===== config.mk =====
export PLATFORM = sky130hd
export DESIGN_NAME = fetch_pc_unit
export DESIGN_NICKNAME = d
export VERILOG_FILES = /design/src/rtl/fetch_pc_unit_pkg.sv /design/src/rtl/fetch_sat_counter.sv /design/src/rtl/fetch_pc_unit.sv
export SDC_FILE = /design/constraint.sdc
export NUM_CORES = 1
export LEC_CHECK = 0
export BUFFER_PORTS_ARGS = -buffer_cell sky130_fd_sc_hd__buf_4
export CELL_PAD_IN_SITES_DETAIL_PLACEMENT = 0
export CELL_PAD_IN_SITES_GLOBAL_PLACEMENT = 1
export CORE_MARGIN = 2
export CORE_UTILIZATION = 30
export DETAILED_ROUTE_END_ITERATION = 8
export PLACE_DENSITY_LB_ADDON = 0.3
export SLEW_MARGIN = 20
export SYNTH_ARGS = -nofsm -noshare
export SYNTH_HDL_FRONTEND = slang
export SYNTH_HIERARCHICAL = 1
export SYNTH_SLANG_ARGS = --single-unit

===== constraint.sdc =====
create_clock -name clk -period 2.65 [get_ports clk]
set_input_delay 0 -clock clk [delete_from_list [all_inputs] [get_ports clk]]
set_output_delay 0 -clock clk [all_outputs]
set_load 0.02 [all_outputs]

===== src/rtl/fetch_pc_unit_pkg.sv =====
// Shared definitions for the fetch PC sequencer: data widths, FSM state
// encodings and a small stall-decode helper.
package fetch_pc_unit_pkg;

    // Pipeline address/data width (matches opcodes.v)
    localparam int unsigned WORD_SIZE = 16;
    // Performance counter width
    localparam int unsigned CNT_W     = 16;
    // Redirect bubble counter width (holds 0..3)
    localparam int unsigned BUB_W     = 2;

    typedef enum logic [1:0] {
        FETCH_BOOT   = 2'd0,
        FETCH_RUN    = 2'd1,
        FETCH_BUBBLE = 2'd2,
        FETCH_HALT   = 2'd3
    } fetch_state_e;

    // Any hazard or memory back-pressure that holds the PC in RUN
    function automatic logic fetch_any_stall(
        input logic pc_stall,
        input logic branch_stall,
        input logic imem_ready
    );
        return pc_stall | branch_stall | ~imem_ready;
    endfunction

endpackage


===== src/rtl/fetch_sat_counter.sv =====
// Saturating up-counter with enable and asynchronous active-low clear.
// Ports:
//   clk    - clock
//   clr_n  - asynchronous active-low clear
//   en     - count enable; count holds once all ones
//   count  - current count
module fetch_sat_counter #(
    parameter int unsigned WIDTH = 16
) (
    input  logic             clk,
    input  logic             clr_n,
    input  logic             en,
    output logic [WIDTH-1:0] count
);

    // Increment unless already saturated
    always_ff @(posedge clk or negedge clr_n) begin
        if (!clr_n) begin
            count <= '0;
        end else if (en && (count != {WIDTH{1'b1}})) begin
            count <= count + WIDTH'(1);
        end
    end

endmodule


===== src/rtl/fetch_pc_unit.sv =====
// Program-counter register and fetch sequencer. Selects the next fetch
// address from halt, branch redirect, jump redirect, stall or the branch
// predictor, and raises the IF-flush pulse on redirects.
// Build option: define FETCH_PERF_CNT_EN to enable the redirect/stall
// performance counters; otherwise both counter ports read 16'h0000.
// Ports:
//   clk, reset_n                - clock, asynchronous active-low reset
//   pred_next_pc                - predictor next_PC for the current pc
//   pc_stall, branch_stall      - hazard stalls
//   imem_ready                  - instruction memory accepts fetch
//   redirect_valid/redirect_pc  - resolved branch mispredict and target
//   jump_valid/jump_pc          - decoded jump and target
//   halt                        - HLT reached ID
//   pc                          - current fetch address
//   fetch_req                   - fetch at pc is valid
//   if_flush                    - squash IF/ID instruction (one-cycle pulse)
//   halted                      - sequencer stopped
//   redirect_count, stall_count - performance counters
module fetch_pc_unit #(
    parameter int unsigned          WORD_SIZE        = fetch_pc_unit_pkg::WORD_SIZE,
    parameter logic [WORD_SIZE-1:0] RESET_PC         = '0,
    parameter int unsigned          REDIRECT_BUBBLES = 1
) (
    input  logic                                 clk,
    input  logic                                 reset_n,
    input  logic [WORD_SIZE-1:0]                 pred_next_pc,
    input  logic                                 pc_stall,
    input  logic                                 branch_stall,
    input  logic                                 imem_ready,
    input  logic                                 redirect_valid,
    input  logic [WORD_SIZE-1:0]                 redirect_pc,
    input  logic                                 jump_valid,
    input  logic [WORD_SIZE-1:0]                 jump_pc,
    input  logic                                 halt,
    output logic [WORD_SIZE-1:0]                 pc,
    output logic                                 fetch_req,
    output logic                                 if_flush,
    output logic                                 halted,
    output logic [fetch_pc_unit_pkg::CNT_W-1:0]  redirect_count,
    output logic [fetch_pc_unit_pkg::CNT_W-1:0]  stall_count
);
    import fetch_pc_unit_pkg::*;

    localparam logic [BUB_W-1:0] BUB_LOAD = BUB_W'(REDIRECT_BUBBLES);

    fetch_state_e         state_q;
    fetch_state_e         state_d;
    logic [WORD_SIZE-1:0] pc_d;
    logic                 flush_d;
    logic [BUB_W-1:0]     bub_q;
    logic [BUB_W-1:0]     bub_d;
    logic                 redirect_inc;
    logic                 stall_inc;

    // State, PC and registered outputs
    always_ff @(posedge clk or negedge reset_n) begin
        if (!reset_n) begin
            state_q   <= FETCH_BOOT;
            pc        <= RESET_PC;
            if_flush  <= 1'b0;
            bub_q     <= '0;
            fetch_req <= 1'b0;
            halted    <= 1'b0;
        end else begin
            state_q   <= state_d;
            pc        <= pc_d;
            if_flush  <= flush_d;
            bub_q     <= bub_d;
            fetch_req <= (state_d == FETCH_RUN);
            halted    <= (state_d == FETCH_HALT);
        end
    end

    // Next-state and next-PC selection; halt > redirect > jump > stall > predictor
    always_comb begin
        state_d      = state_q;
        pc_d         = pc;
        flush_d      = 1'b0;
        bub_d        = bub_q;
        redirect_inc = 1'b0;
        stall_inc    = 1'b0;

        case (state_q)
            FETCH_BOOT: begin
                state_d = FETCH_RUN;
            end

            FETCH_RUN: begin
                if (halt) begin
                    state_d = FETCH_HALT;
                end else if (redirect_valid) begin
                    pc_d         = redirect_pc;
                    flush_d      = 1'b1;
                    bub_d        = BUB_LOAD;
                    redirect_inc = 1'b1;
                    if (BUB_LOAD != '0) begin
                        state_d = FETCH_BUBBLE;
                    end
                end else if (jump_valid) begin
                    pc_d         = jump_pc;
                    flush_d      = 1'b1;
                    redirect_inc = 1'b1;
                end else if (fetch_any_stall(pc_stall, branch_stall, imem_ready)) begin
                    stall_inc = 1'b1;
                end else begin
                    pc_d = pred_next_pc;
                end
            end

            FETCH_BUBBLE: begin
                // Jumps and stalls are ignored while the pipe refills
                if (halt) begin
                    state_d = FETCH_HALT;
                end else if (redirect_valid) begin
                    pc_d         = redirect_pc;
                    flush_d      = 1'b1;
                    bub_d        = BUB_LOAD;
                    redirect_inc = 1'b1;
                end else if (bub_q <= BUB_W'(1)) begin
                    state_d = FETCH_RUN;
                    bub_d   = '0;
                end else begin
                    bub_d = bub_q - BUB_W'(1);
                end
            end

            FETCH_HALT: begin
                state_d = FETCH_HALT;
            end
        endcase
    end

`ifdef FETCH_PERF_CNT_EN
    // Accepted redirects (branch and jump)
    fetch_sat_counter #(
        .WIDTH (CNT_W)
    ) u_redirect_cnt (
        .clk   (clk),
        .clr_n (reset_n),
        .en    (redirect_inc),
        .count (redirect_count)
    );

    // RUN cycles held by a stall
    fetch_sat_counter #(
        .WIDTH (CNT_W)
    ) u_stall_cnt (
        .clk   (clk),
        .clr_n (reset_n),
        .en    (stall_inc),
        .count (stall_count)
    );
`else
    logic unused_perf;
    assign unused_perf    = redirect_inc ^ stall_inc;
    assign redirect_count = '0;
    assign stall_count    = '0;
`endif

endmodule


After elaboration in Yosys (flattened, before gate mapping)
Index checks and enable logic that the tools add are counted.
Cells by class
  add/subtract/negate cells: 1
  $lt $le $gt $ge: 1
  eq/ne operators: 10
  multiplexer cells: 25
  bitwise gates (word level): 3
  reductions and logical operators: 4
Operators with widths (count)
  16-bit two-way mux: 6
  16-bit case mux with 2 select lines: 1
  2-bit two-way mux: 10
  2-bit != test (second input constant): 4
  2-bit case mux with 4 select lines: 1
  2-bit == test (second input constant): 3
  1-bit two-way mux: 5
  5-bit AND reduction: 1
  2-bit by 1-bit == test with 1-bit output (second input constant): 2
  4-bit != test (second input constant): 1
  2-bit case mux with 2 select lines: 1
  4-bit AND reduction: 1
  2-bit by 1-bit <= comparator with 1-bit output (second input constant): 1
  2-bit logical NOT: 1
  1-bit OR: 2
  1-bit case mux with 2 select lines: 1
  2-bit nonzero test: 1
  2-bit by 1-bit subtractor with 2-bit output (second input constant): 1
  1-bit inverter: 1
Storage, ports and cells
  register bits: 23
  input port bits: 56
  output and inout bits: 51
  word-level logic and storage cells: 50

Depth between registers and ports, before layout
Gate-level depths: netlist of run 1.
  word-level depth: 7
  gate-level depth with buffers: 8

Worst setup path before layout of run 1
OpenSTA, ideal clock, no wires.
  path type: flip-flop to flip-flop
  start point: register state_q[0]
  end point: register pc[0]
  arrival: 1965 ps
  slack: 560 ps
  stages on the path, launching flop included: 8
  cells stage by stage: dfrtp_1 inv_1 ha_1 clkbuf_1 nor2b_1 a2111oi_4 buf_6 mux2_2
On the way
  cells in the longest elaborated chain, start to end: 3
  elaborated cells between the ends (all ways): 9
Ends and longest elaborated chain
  from (decl): line fetch_pc_unit.sv:46  | fetch_state_e state_q;
  from (signal assigned): line fetch_pc_unit.sv:65  | state_q <= state_d;
  2-bit by 1-bit == test with 1-bit output / 2-bit == test (equally long branches): line fetch_pc_unit.sv:83  | case (state_q)
  4-bit != test (no line), or another cell as far along
  5-bit AND reduction (no line)
  to (signal assigned): line fetch_pc_unit.sv:66  | pc <= pc_d;
  to (decl): line fetch_pc_unit.sv:35  | output logic [WORD_SIZE-1:0] pc,
Several ways; a longest one is shown, not always the timed one.
A chain may end at the register's enable or synchronous reset.

Worst setup path after layout of run 1
  start point: register state_q[0]
  end point: register pc[8]
Same word-level chain as after synthesis.

==> key figures, run 1 <==
Global routing
  • Vias in the first global route: 1289
  • Total global-route track usage: around an eighth
  • Initial antenna violation count: 0
  • Total congestion overflow: 0
  • First-pass GRT wire length: between 6000 and 7000 um
  • Largest net degree at the start of global routing: 27

Routing
  • Total Routed Length: roughly 4000 um
  • Iteration-0 DRC count of the detailed router: between 40 and 50
  • TritonRoute pass-1 iters: 4
  • WL/cell: 12.8 um
  • Total number of vias: between 1000 and 1500
  • Final ANT Viol Nets: 0
  • Vias per cell: about 4.4
  • Drc violations: 0

Clock network
  • Num CTS Buffers: 3
  • CTS Buffer Depth: 2
  • CTS tree: built
  • Root buf cell: clkbuf_8
  • Clock Sink Count: 23
  • H-tree Lvls: 1
  • Clk_lat worst skew: around 270 ps
  • CTS clk-pin slew, worst paths: ~90 ps

Status
  • Status: finished clean

Setup path
  • Critical path capture point type: flip-flop
  • Required @ worst endpoint: between 2000 and 3000 ps
  • Critical path startpoint category: flip-flop
  • Crit path cell chain: inv_1 > ha_1 > buf_4 > or2_1 > o21ai_0 > mux2_2
  • Slowest cell on crit path: or2_1
  • Slowest stage delay, CP: 440 ps
  • Crit path max-delay family: simple AND/OR/NAND/NOR gates
  • Max Fanout on Critical Path: 18
  • Critical Path AT: roughly 2300 ps
  • Critical path buffers and inverters: 2
  • WS Path Type: flip-flop to flip-flop

Yosys
  • Post-synthesis cell count: approximately 170
  • Synthesized flop and latch total: 23
  • Synth unique cells: 31
  • Sequential fraction of the synthesis area: roughly a third
  • Biggest area consumer among synthesized cells: dfrtp_1
  • Post-Syn Area: around 1700 um^2
  • Ranking of synthesized cells by area: dfrtp_1 35%, buf_4 15%, mux2_2 11%
  • Share of the synthesized area in the top cell type: a little over a third
  • Mean Syn Cell Area: slightly below 10 um^2
  • Synth warn: 6

Timing
  • Final period util: between 70% and 80%
  • WHS: roughly 56 ps
  • Clock skew: just under 10 ps
  • Slew Viols, Final: 0
  • Worst Tran Pin Value: 655 ps
  • Setup_tns: 0 ps
  • RSZ-0062 raised after global routing: no
  • Slew HR: a little under three fifths
  • Final Hold Fails: 0
  • Final critical-path required period: roughly 2100 ps
  • Final setup viols: 0
  • Highest clock rate: ~470 MHz

Floorplanning
  • Core area: about 5400 um^2
  • Die width: approximately 78 um
  • Die area: between 6000 and 7000 um^2
  • # IOs: around 110
  • # rows: 27
  • Chip Height: a little under 80 um
  • Initial Util: a little under a third

Power
  • Comb power frac: 56.5%
  • Switching Share: 41.1%
  • Clock power frac: 11.7%
  • VDD IR max: between 0.0003 and 0.0004 V
  • Sequential share of power: a little under a third
  • Int Pwr: between 1000 and 1500 uW
  • Psw: roughly 790 uW
  • PD cells: a little under 900 nW/um^2
  • Lkg Pwr: about 0.0011 uW

Job
  • Maxcap violations: 0

Place
  • Routability Congestion: ~0.75
  • DP HPWL: between 2000 and 3000 um
  • Port-buffer cells: 74

Cells and area
  • Layout overhead on the synthesized area: 33.0%
  • Nets: approximately 300
  • Commonest non-fill, non-tap cell in the layout: buf_4
  • Share of cells above drive strength 1: roughly 42%
  • Layout fillers: between 500 and 600
  • Most frequent cells in the layout: 77 x buf_4, 33 x o21ai_0, 32 x conb_1
  • Register Area: 576 um^2
  • # diodes: 0
  • Multi-input logic area: approximately 880 um^2

Hold path
  • Hold Path Class: primary input to flip-flop
[worst paths after layout]
path | startpoint | end | slack, ps | cells after the start
max | state_q[0] | pc[8] | 540 | 6
min | halt | if_flush | 60 | 3
max reg2reg | state_q[0] | pc[8] | 540 | 6
min reg2reg | pc[1] | pc[1] | 520 | 1
max in group asynchronous | reset_n | halted | 2250 | 2
min in group asynchronous | reset_n | pc[1] | 160 | 2
[sequential cells by signal, summed over array words and instances, names as in the netlist]
register   cells
halted         1
if_flush       1
bub_q          2
state_q        2
fetch_req      1
pc            16
[power groups by stage]
stage / sequential, uW / clock, uW / combinational [uW]
3_5_place_dp: 619 / 0 / 1100
5_1_grt: 638 / 250 / 1190
3_3_place_gp: 616 / 0 / 1100
4_1_cts: 613 / 240 / 1100
2_1_floorplan: 782 / 0 / 557
6_report: 613 / 225 / 1090
[per-stage QoR]
| step | power [uW] | instance area, um^2 | setup slack, ps | utilization, % | std cells |
|---|---|---|---|---|---|
| 2_1_floorplan | 1340 | 1770 | 560 | - | 200 |
| 3_3_place_gp | 1710 | 2140 | 586 | 39.6 | 305 |
| 3_5_place_dp | 1720 | 2140 | 524 | 39.6 | 305 |
| 4_1_cts | 1960 | 2200 | 514 | 40.6 | 310 |
| 5_1_grt | 2070 | 2200 | 357 | 40.6 | 310 |
| 6_report | 1930 | 2200 | 541 | 40.6 | 310 |
[repair_timing]
action | 4_1_cts | 5_1_grt
gates resized for setup | 0 | 0
buffers inserted | 0 | 0
setup endpoints to repair | 0 | 0
hold buffers | 1 | 0
hold endpoints to repair | 23 | 0
[worst reg2reg max path: stages, from the launching register on]
cell     delay, ps
dfrtp_1        420
inv_1           90
ha_1           330
buf_4          270
or2_1          440
o21ai_0        180
mux2_2         280
[cell families (layout without fill, tap and decap cells)]
kind of cell	count (synthesis)	after routing	share of synthesized area [%]
AOI/OAI and AO/OA	46	46	17.7
adders and majority gates	4	4	3.03
buffers and inverters	48	86	18.8
DFF	23	23	34.8
muxes	32	32	20.6
other	1	32	0.227
and+or+nand+nor	15	15	4.85
[per-layer routing]
metal | routed length, um | share of wire [%] | track usage (%)
met4 | 36 | 0.90 | 3.68
met1 | 1840 | 46 | 17.0
met2 | 1790 | 45 | 19.7
met3 | 320 | 8.0 | 3.45
met5 | 0 | 0 | 0
[cell type report]
class / count / area share [%]
Tap cell: 72 / 4.10
Multi-Input combinational cell: 129 / 40.1
Clock buffer: 3 / 1.88
Timing Repair Buffer: 78 / 26.8
Sequential cell: 23 / 26.2
Clock inverter: 1 / 0.228
Inverter: 4 / 0.683
[cell usage after synthesis]
| cell | count |
|---|---|
| nand2b_1 | 2 |
| o21bai_1 | 1 |
| nor2b_1 | 1 |
| a21oi_1 | 1 |
| o22a_1 | 2 |
| o31a_1 | 1 |
| buf_6 | 1 |
| or3b_2 | 1 |
| buf_4 | 32 |
| a32oi_1 | 1 |
| a221oi_1 | 1 |
| a21o_1 | 1 |
| a2111oi_4 | 1 |
| nand2_1 | 2 |
| a21boi_0 | 1 |
| inv_1 | 4 |
| or3b_4 | 1 |
| or2_1 | 1 |
| clkbuf_1 | 9 |
| conb_1 | 1 |
| buf_2 | 2 |
| nor2_1 | 6 |
| ha_1 | 4 |
| dfrtp_1 | 23 |
| mux2i_1 | 16 |
| nor3_1 | 1 |
| a2111oi_0 | 1 |
| o41ai_1 | 1 |
| mux2_2 | 16 |
| o211a_1 | 1 |
| o21ai_0 | 33 |
No activity file was read; power rests on OpenSTA's default activity.
==> run 2, diff against run 1 <==
--- a/config.mk
+++ b/config.mk
@@ -9,7 +9,7 @@
 export CELL_PAD_IN_SITES_DETAIL_PLACEMENT = 0
 export CELL_PAD_IN_SITES_GLOBAL_PLACEMENT = 1
 export CORE_MARGIN = 2
-export CORE_UTILIZATION = 30
+export CORE_UTILIZATION = 27
 export DETAILED_ROUTE_END_ITERATION = 8
 export PLACE_DENSITY_LB_ADDON = 0.3
 export SLEW_MARGIN = 20
==> constraint.sdc (replaced) <==
create_clock -name clk -period 1.9 [get_ports clk]
set_input_delay 0 -clock clk [delete_from_list [all_inputs] [get_ports clk]]
set_output_delay 0 -clock clk [all_outputs]
set_load 0.02 [all_outputs]
==> run 2 against run 1 <==
Effect of this change: combinational power up 49%; core utilization is 2.5 points lower; setup slack worse by 450 ps; first-iteration DRC count decreased by 21%; critical path depth unchanged; count of clock-buffer cells in the layout is the same; largest power group unchanged.
==> key figures, run 2 (synthesis gave the netlist of run 1 again) <==
Floorplanning
  • Die area: 6760 um^2 (+11%)
  • # rows: 28 (+3.7%)
  • Core area: 5920 um^2 (+9.5%)
  • Initial Util: 27.9% (-2.7 points)
  • Die width: 82.2 um (+5.1%)
  • Chip Height: 82.2 um (+5.1%)
  • # IOs: 107 (unchanged)

Global routing
  • Initial antenna violation count: 0 (unchanged)
  • Total congestion overflow: 0 (unchanged)
  • Vias in the first global route: 1226 (-4.9%)
  • First-pass GRT wire length: 5930 um (-3.2%)
  • Total global-route track usage: 11.5% (-1.1 points)
  • Largest net degree at the start of global routing: 27 (unchanged)

Timing
  • Final period util: 95.2% (+16 points)
  • WHS: 68.9 ps (+13.1 ps)
  • Highest clock rate: 553 MHz (+17%)
  • Clock skew: 3.38 ps (-6.52 ps)
  • Final Hold Fails: 0 (unchanged)
  • Final critical-path required period: 1810 ps (-300 ps)
  • Slew Viols, Final: 0 (unchanged)
  • Final setup viols: 0 (unchanged)
  • RSZ-0062 raised after global routing: yes

Cells and area
  • Nets: 302 (+1.0%)
  • Number of flip-flops in the largest register: 16 (unchanged)
  • Regs by FF count: pc (16), bub_q (2), state_q (2)
  • Largest Register: pc
  • Layout overhead on the synthesized area: 36.9%
  • Fin util: 38.2% (-2.5 points)
  • Most frequent cells in the layout: 79 x buf_4, 33 x o21ai_0, 32 x conb_1
  • Layout fillers: 610 (+7.2%)
  • # diodes: 0 (unchanged)
  • Share of cells above drive strength 1: 44.8% (+2.8 points)
  • Commonest non-fill, non-tap cell in the layout: buf_4

Setup path
  • Reg2Reg Depth: 6 (unchanged)
  • Critical Path AT: 1970 ps (-300 ps)
  • Critical path capture point type: flip-flop
  • Reg-to-reg slack, setup: 90 ps (-450 ps)
  • WS Path Type: flip-flop to flip-flop
  • Required @ worst endpoint: 2060 ps (-760 ps)
  • FF-to-FF Start: state_q[0]
  • CP Launch Point: state_q[0]
  • Max Fanout on Critical Path: 16 (-2)
  • Critical path startpoint category: flip-flop
  • CP endpoint: pc[12]
  • R2r endpoint: pc[12]

Clock network
  • Num CTS Buffers: 3 (unchanged)
  • CTS Buffer Depth: 2 (unchanged)
  • Root buf cell: clkbuf_8
  • CTS clk-pin slew, worst paths: 90 ps (about the same)
  • Clk_lat worst skew: 270 ps (about the same)
  • Clock Sink Count: 23 (unchanged)
  • H-tree Lvls: 1 (unchanged)
  • CTS tree: built

Routing
  • WL/cell: 12.5 um (-2.8%)
  • Total number of vias: 1352 (-0.73%)
  • Final ANT Viol Nets: 0 (unchanged)
  • Drc violations: 0 (unchanged)
  • Total Routed Length: 3950 um (-0.88%)
  • Iteration-0 DRC count of the detailed router: 37 (-21%)
  • TritonRoute pass-1 iters: 4 (unchanged)
  • Vias per cell: 4.28 (-2.6%)

Job
  • Maxcap violations: 0 (unchanged)

Place
  • DP HPWL: 2960 um (+0.77%)
  • Routability Congestion: 0.726 (-3.1%)
  • Port-buffer cells: 74 (unchanged)

Power
  • PD cells: 1230 nW/um^2 (+40%)
  • Lkg Pwr: 0.00113 uW (+1.9%)
  • VDD IR max: 0.000633 V (+88%)
  • Total power: 2790 uW (+44%)

Hold path
  • Hold Path Class: primary input to flip-flop

Status
  • Status: finished clean
-- run 2: layout make-up --
type	instances	area (um^2)	area share [%]
repair buffers	81	623	27.6
clock buffers	3	41.3	1.83
multi-input cells	129	907	40.1
inverters	4	15.0	0.664
flip-flops and latches	23	576	25.5
well taps	75	93.8	4.15
clock inverters	1	5.00	0.221
-- run 2: critical path, cell delays in order (launching register included) --
cell	delay, ps
dfrtp_1	430
inv_1	100
ha_2	230
nor2_2	70
a2111oi_4	320
buf_12	200
mux2_2	340
-- run 2: metrics by stage --
stage | TNS (ps) | worst slack [ps] | instances | area, um^2
3_3_place_gp | 0 | 101 | 311 | 2190
5_1_grt | -135 | -19.7 | 316 | 2260
3_5_place_dp | 0 | 84.1 | 311 | 2190
6_report | 0 | 90.5 | 316 | 2260
2_1_floorplan | -269 | -26.9 | 200 | 1800
4_1_cts | 0 | 56.0 | 316 | 2250
-- run 2: metal layers --
metal	vias to the layer above	global-route usage, %	part of all wire (%)
met4	0	3.50	0.94
li1	668	-	-
met1	614	14.8	43
met2	65	19.0	47
met3	5	2.61	9.0
met5	-	0	0
-- run 2: what timing repair did --
action / in CTS / in global routing
setup endpoints to repair: 0 / 17
endpoints found under the hold margin: 23 / 0
hold buffers: 1 / 0
buffers inserted: 0 / 0
gates resized for setup: 0 / 3
-- run 2: report_power, final --
part	switching [uW]	internal (uW)	total (uW)
Clock	171	147	318
Sequential	125	722	847
Combinational	836	786	1620
-- run 2: worst min-delay path by stage --
| stage | slack [ps] | from | cells after the start | endpoint |
|---|---|---|---|---|
| final | 70 | halt | 3 | if_flush |
| after detailed placement | -80 | reset_n | 1 | pc[12] |
| after floorplan | -300 | reset_n | 0 | bub_q[0] |
| after global placement | -90 | reset_n | 1 | pc[12] |
| after CTS | 50 | halt | 3 | if_flush |
| after global routing | 90 | halt | 3 | if_flush |
==> run 3, diff against run 2 <==
--- a/config.mk
+++ b/config.mk
@@ -5,12 +5,12 @@
 export SDC_FILE = /design/constraint.sdc
 export NUM_CORES = 1
 export LEC_CHECK = 0
-export BUFFER_PORTS_ARGS = -buffer_cell sky130_fd_sc_hd__buf_4
 export CELL_PAD_IN_SITES_DETAIL_PLACEMENT = 0
 export CELL_PAD_IN_SITES_GLOBAL_PLACEMENT = 1
 export CORE_MARGIN = 2
-export CORE_UTILIZATION = 27
+export CORE_UTILIZATION = 40
 export DETAILED_ROUTE_END_ITERATION = 8
+export DONT_BUFFER_PORTS = 1
 export PLACE_DENSITY_LB_ADDON = 0.3
 export SLEW_MARGIN = 20
 export SYNTH_ARGS = -nofsm -noshare
==> run 3 against run 2 <==
Effect of this change: total power fell by 10%; combinational power fell by 34%; die area down 31%; count of clock-buffer cells in the layout unchanged; critical path depth is the same; cell count is 28% lower; sequential cell count unchanged.
==> key figures, run 3 (synthesis gave the netlist of run 1 again) <==
Setup path
  • FF-to-FF Start: state_q[1]
  • Max Fanout on Critical Path: 4 (-12)
  • Critical path capture point type: flip-flop
  • Required @ worst endpoint: 2060 ps (about the same)
  • CP Launch Point: state_q[1]
  • Critical path startpoint category: flip-flop
  • WS Path Type: flip-flop to flip-flop
  • Critical Path AT: 2000 ps (+30 ps)

Place
  • Cells after DPL: 212 (-32%)
  • DP HPWL: 2600 um (-12%)
  • Port-buffer cells: 0 (-100%)
  • Routability Congestion: 0.774 (+6.7%)
  • Worst slack, placed: 48.0 ps (-36.1 ps)

Routing
  • Drc violations: 0 (unchanged)
  • TritonRoute pass-1 iters: 4 (unchanged)
  • WL/cell: 15.6 um (+25%)
  • Total Routed Length: 3530 um (-11%)
  • Total number of vias: 1178 (-13%)
  • Iteration-0 DRC count of the detailed router: 15 (-59%)
  • Vias per cell: 5.21 (+22%)
  • Final ANT Viol Nets: 0 (unchanged)

Timing
  • Worst Tran Pin Value: between 500 and 600 ps
  • Final period util: 97.0% (+1.8 points)
  • Highest clock rate: 542 MHz (-1.9%)
  • Final critical-path required period: 1840 ps (+34.2 ps)
  • Clock skew: 5.43 ps (+2.04 ps)
  • WHS: 9.77 ps (-59.1 ps)
  • Slew Viols, Final: 0 (unchanged)
  • Final worst slack: 56.3 ps (-34.2 ps)
  • Final Hold Fails: 0 (unchanged)
  • Final setup viols: 0 (unchanged)
  • Slew HR: between 60 and 70%
  • RSZ-0062 raised after global routing: yes

Cells and area
  • Number of flip-flops in the largest register: 16 (unchanged)
  • Regs by FF count: pc (16), bub_q (2), state_q (2)
  • Multi-input logic area: 921 um^2 (+1.5%)
  • # diodes: 0 (unchanged)
  • Register Area: 577 um^2 (+0.22%)
  • Nets: 237 (-22%)
  • Most frequent cells in the layout: 33 x o21ai_0, 32 x conb_1, 22 x dfrtp_1
  • Commonest non-fill, non-tap cell in the layout: o21ai_0
  • Largest Register: pc
  • Share of cells above drive strength 1: 23.3% (-22 points)
  • Cell Count, Final, Fillers Out: 226 (-28%)
  • Layout overhead on the synthesized area: 6.52%
  • Layout fillers: 396 (-35%)

Power
  • PD cells: 1420 nW/um^2 (+15%)
  • Lkg Pwr: 0.000814 uW (-28%)
  • VDD IR max: 0.000487 V (-23%)

Global routing
  • Total congestion overflow: 0 (unchanged)
  • Vias in the first global route: 1075 (-12%)
  • First-pass GRT wire length: 4690 um (-21%)
  • Initial antenna violation count: 0 (unchanged)
  • Largest net degree at the start of global routing: 24 (-11%)
  • Total global-route track usage: 13.7% (+2.2 points)

Floorplanning
  • Chip Height: 68.3 um (-17%)
  • Die area: 4660 um^2 (-31%)
  • # IOs: 107 (unchanged)
  • Initial Util: 41.3% (+13 points)
  • Core area: 4000 um^2 (-32%)
  • Die width: 68.3 um (-17%)
  • # rows: 23 (-18%)

Clock network
  • Num CTS Buffers: 3 (unchanged)
  • Clk_lat worst skew: 270 ps (about the same)
  • Root buf cell: clkbuf_8
  • H-tree Lvls: 1 (unchanged)
  • CTS clk-pin slew, worst paths: 80 ps (about the same)
  • CTS tree: built
  • CTS Buffer Depth: 2 (unchanged)
  • Clock Sink Count: 23 (unchanged)

Status
  • Status: finished clean

Hold path
  • Hold Path Class: primary input to flip-flop
  • Hold_sp: redirect_pc[4]

Job
  • Maxcap violations: 0 (unchanged)
==> run 3: cell count changes in the layout (fill, tap and decap cells not counted), sizes merged <==
| cell | previous run | this run |
|---|---|---|
| buf | 80 | 11 |
| dlygate4sd3 | 1 | 5 |
==> run 3: final timing paths <==
path	depth (start not counted)	endpoint	slack (ps)
min in group asynchronous	2	pc[11]	230
worst min register to register	1	bub_q[0]	560
worst max-delay path	6	pc[9]	60
max in group asynchronous	2	state_q[1]	1300
worst min-delay path	3	pc[4]	10
worst max register to register	6	pc[9]	60
==> run 3: layer usage <==
metal,up-vias,routed length [um],part of all wire [%],track usage (%)
met5,-,0,0,0
met4,0,34,0.96,5.25
met3,4,350,9.9,3.29
met2,70,1830,52,26.0
met1,561,1320,37,14.3
li1,543,-,-,-
==> run 3: worst max-delay path: stages, from the launching register on <==
cell       delay (ps)
dfrtp_2           450
inv_2              90
ha_4              150
nor2_2             50
a2111oi_4         450
buf_4             220
mux2_2            330
==> run 3: layout make-up <==
cell class	instances	area share (%)
clock inverter	1	0.284
sequential	23	32.8
inverter	4	0.853
timing repair buffer	16	7.82
multi-input combinational	129	52.3
tap	50	3.56
clock buffer	3	2.35
==> run 3: through the flow <==
stage          utilization (%)  TNS (ps)  area, um^2  power [uW]
2_1_floorplan                -      -269        1800        1920
4_1_cts                   42.2         0        1690        2400
5_1_grt                   44.0      -300        1760        2700
3_5_place_dp              39.8         0        1590        2060
3_3_place_gp              39.8         0        1590        2010
6_report                  44.0         0        1760        2500
==> run 3: power breakdown <==
part / internal, uW / switching, uW
registers: 724 / 409
clock network: 146 / 156
logic: 556 / 513
total: 1430 / 1080
==> run 3: what timing repair did <==
action | CTS | global route
setup buffers | 0 | 3
hold buffers | 5 | 1
resized for setup | 0 | 10
setup endpoints to repair | 0 | 19
hold endpoints to repair | 28 | 23
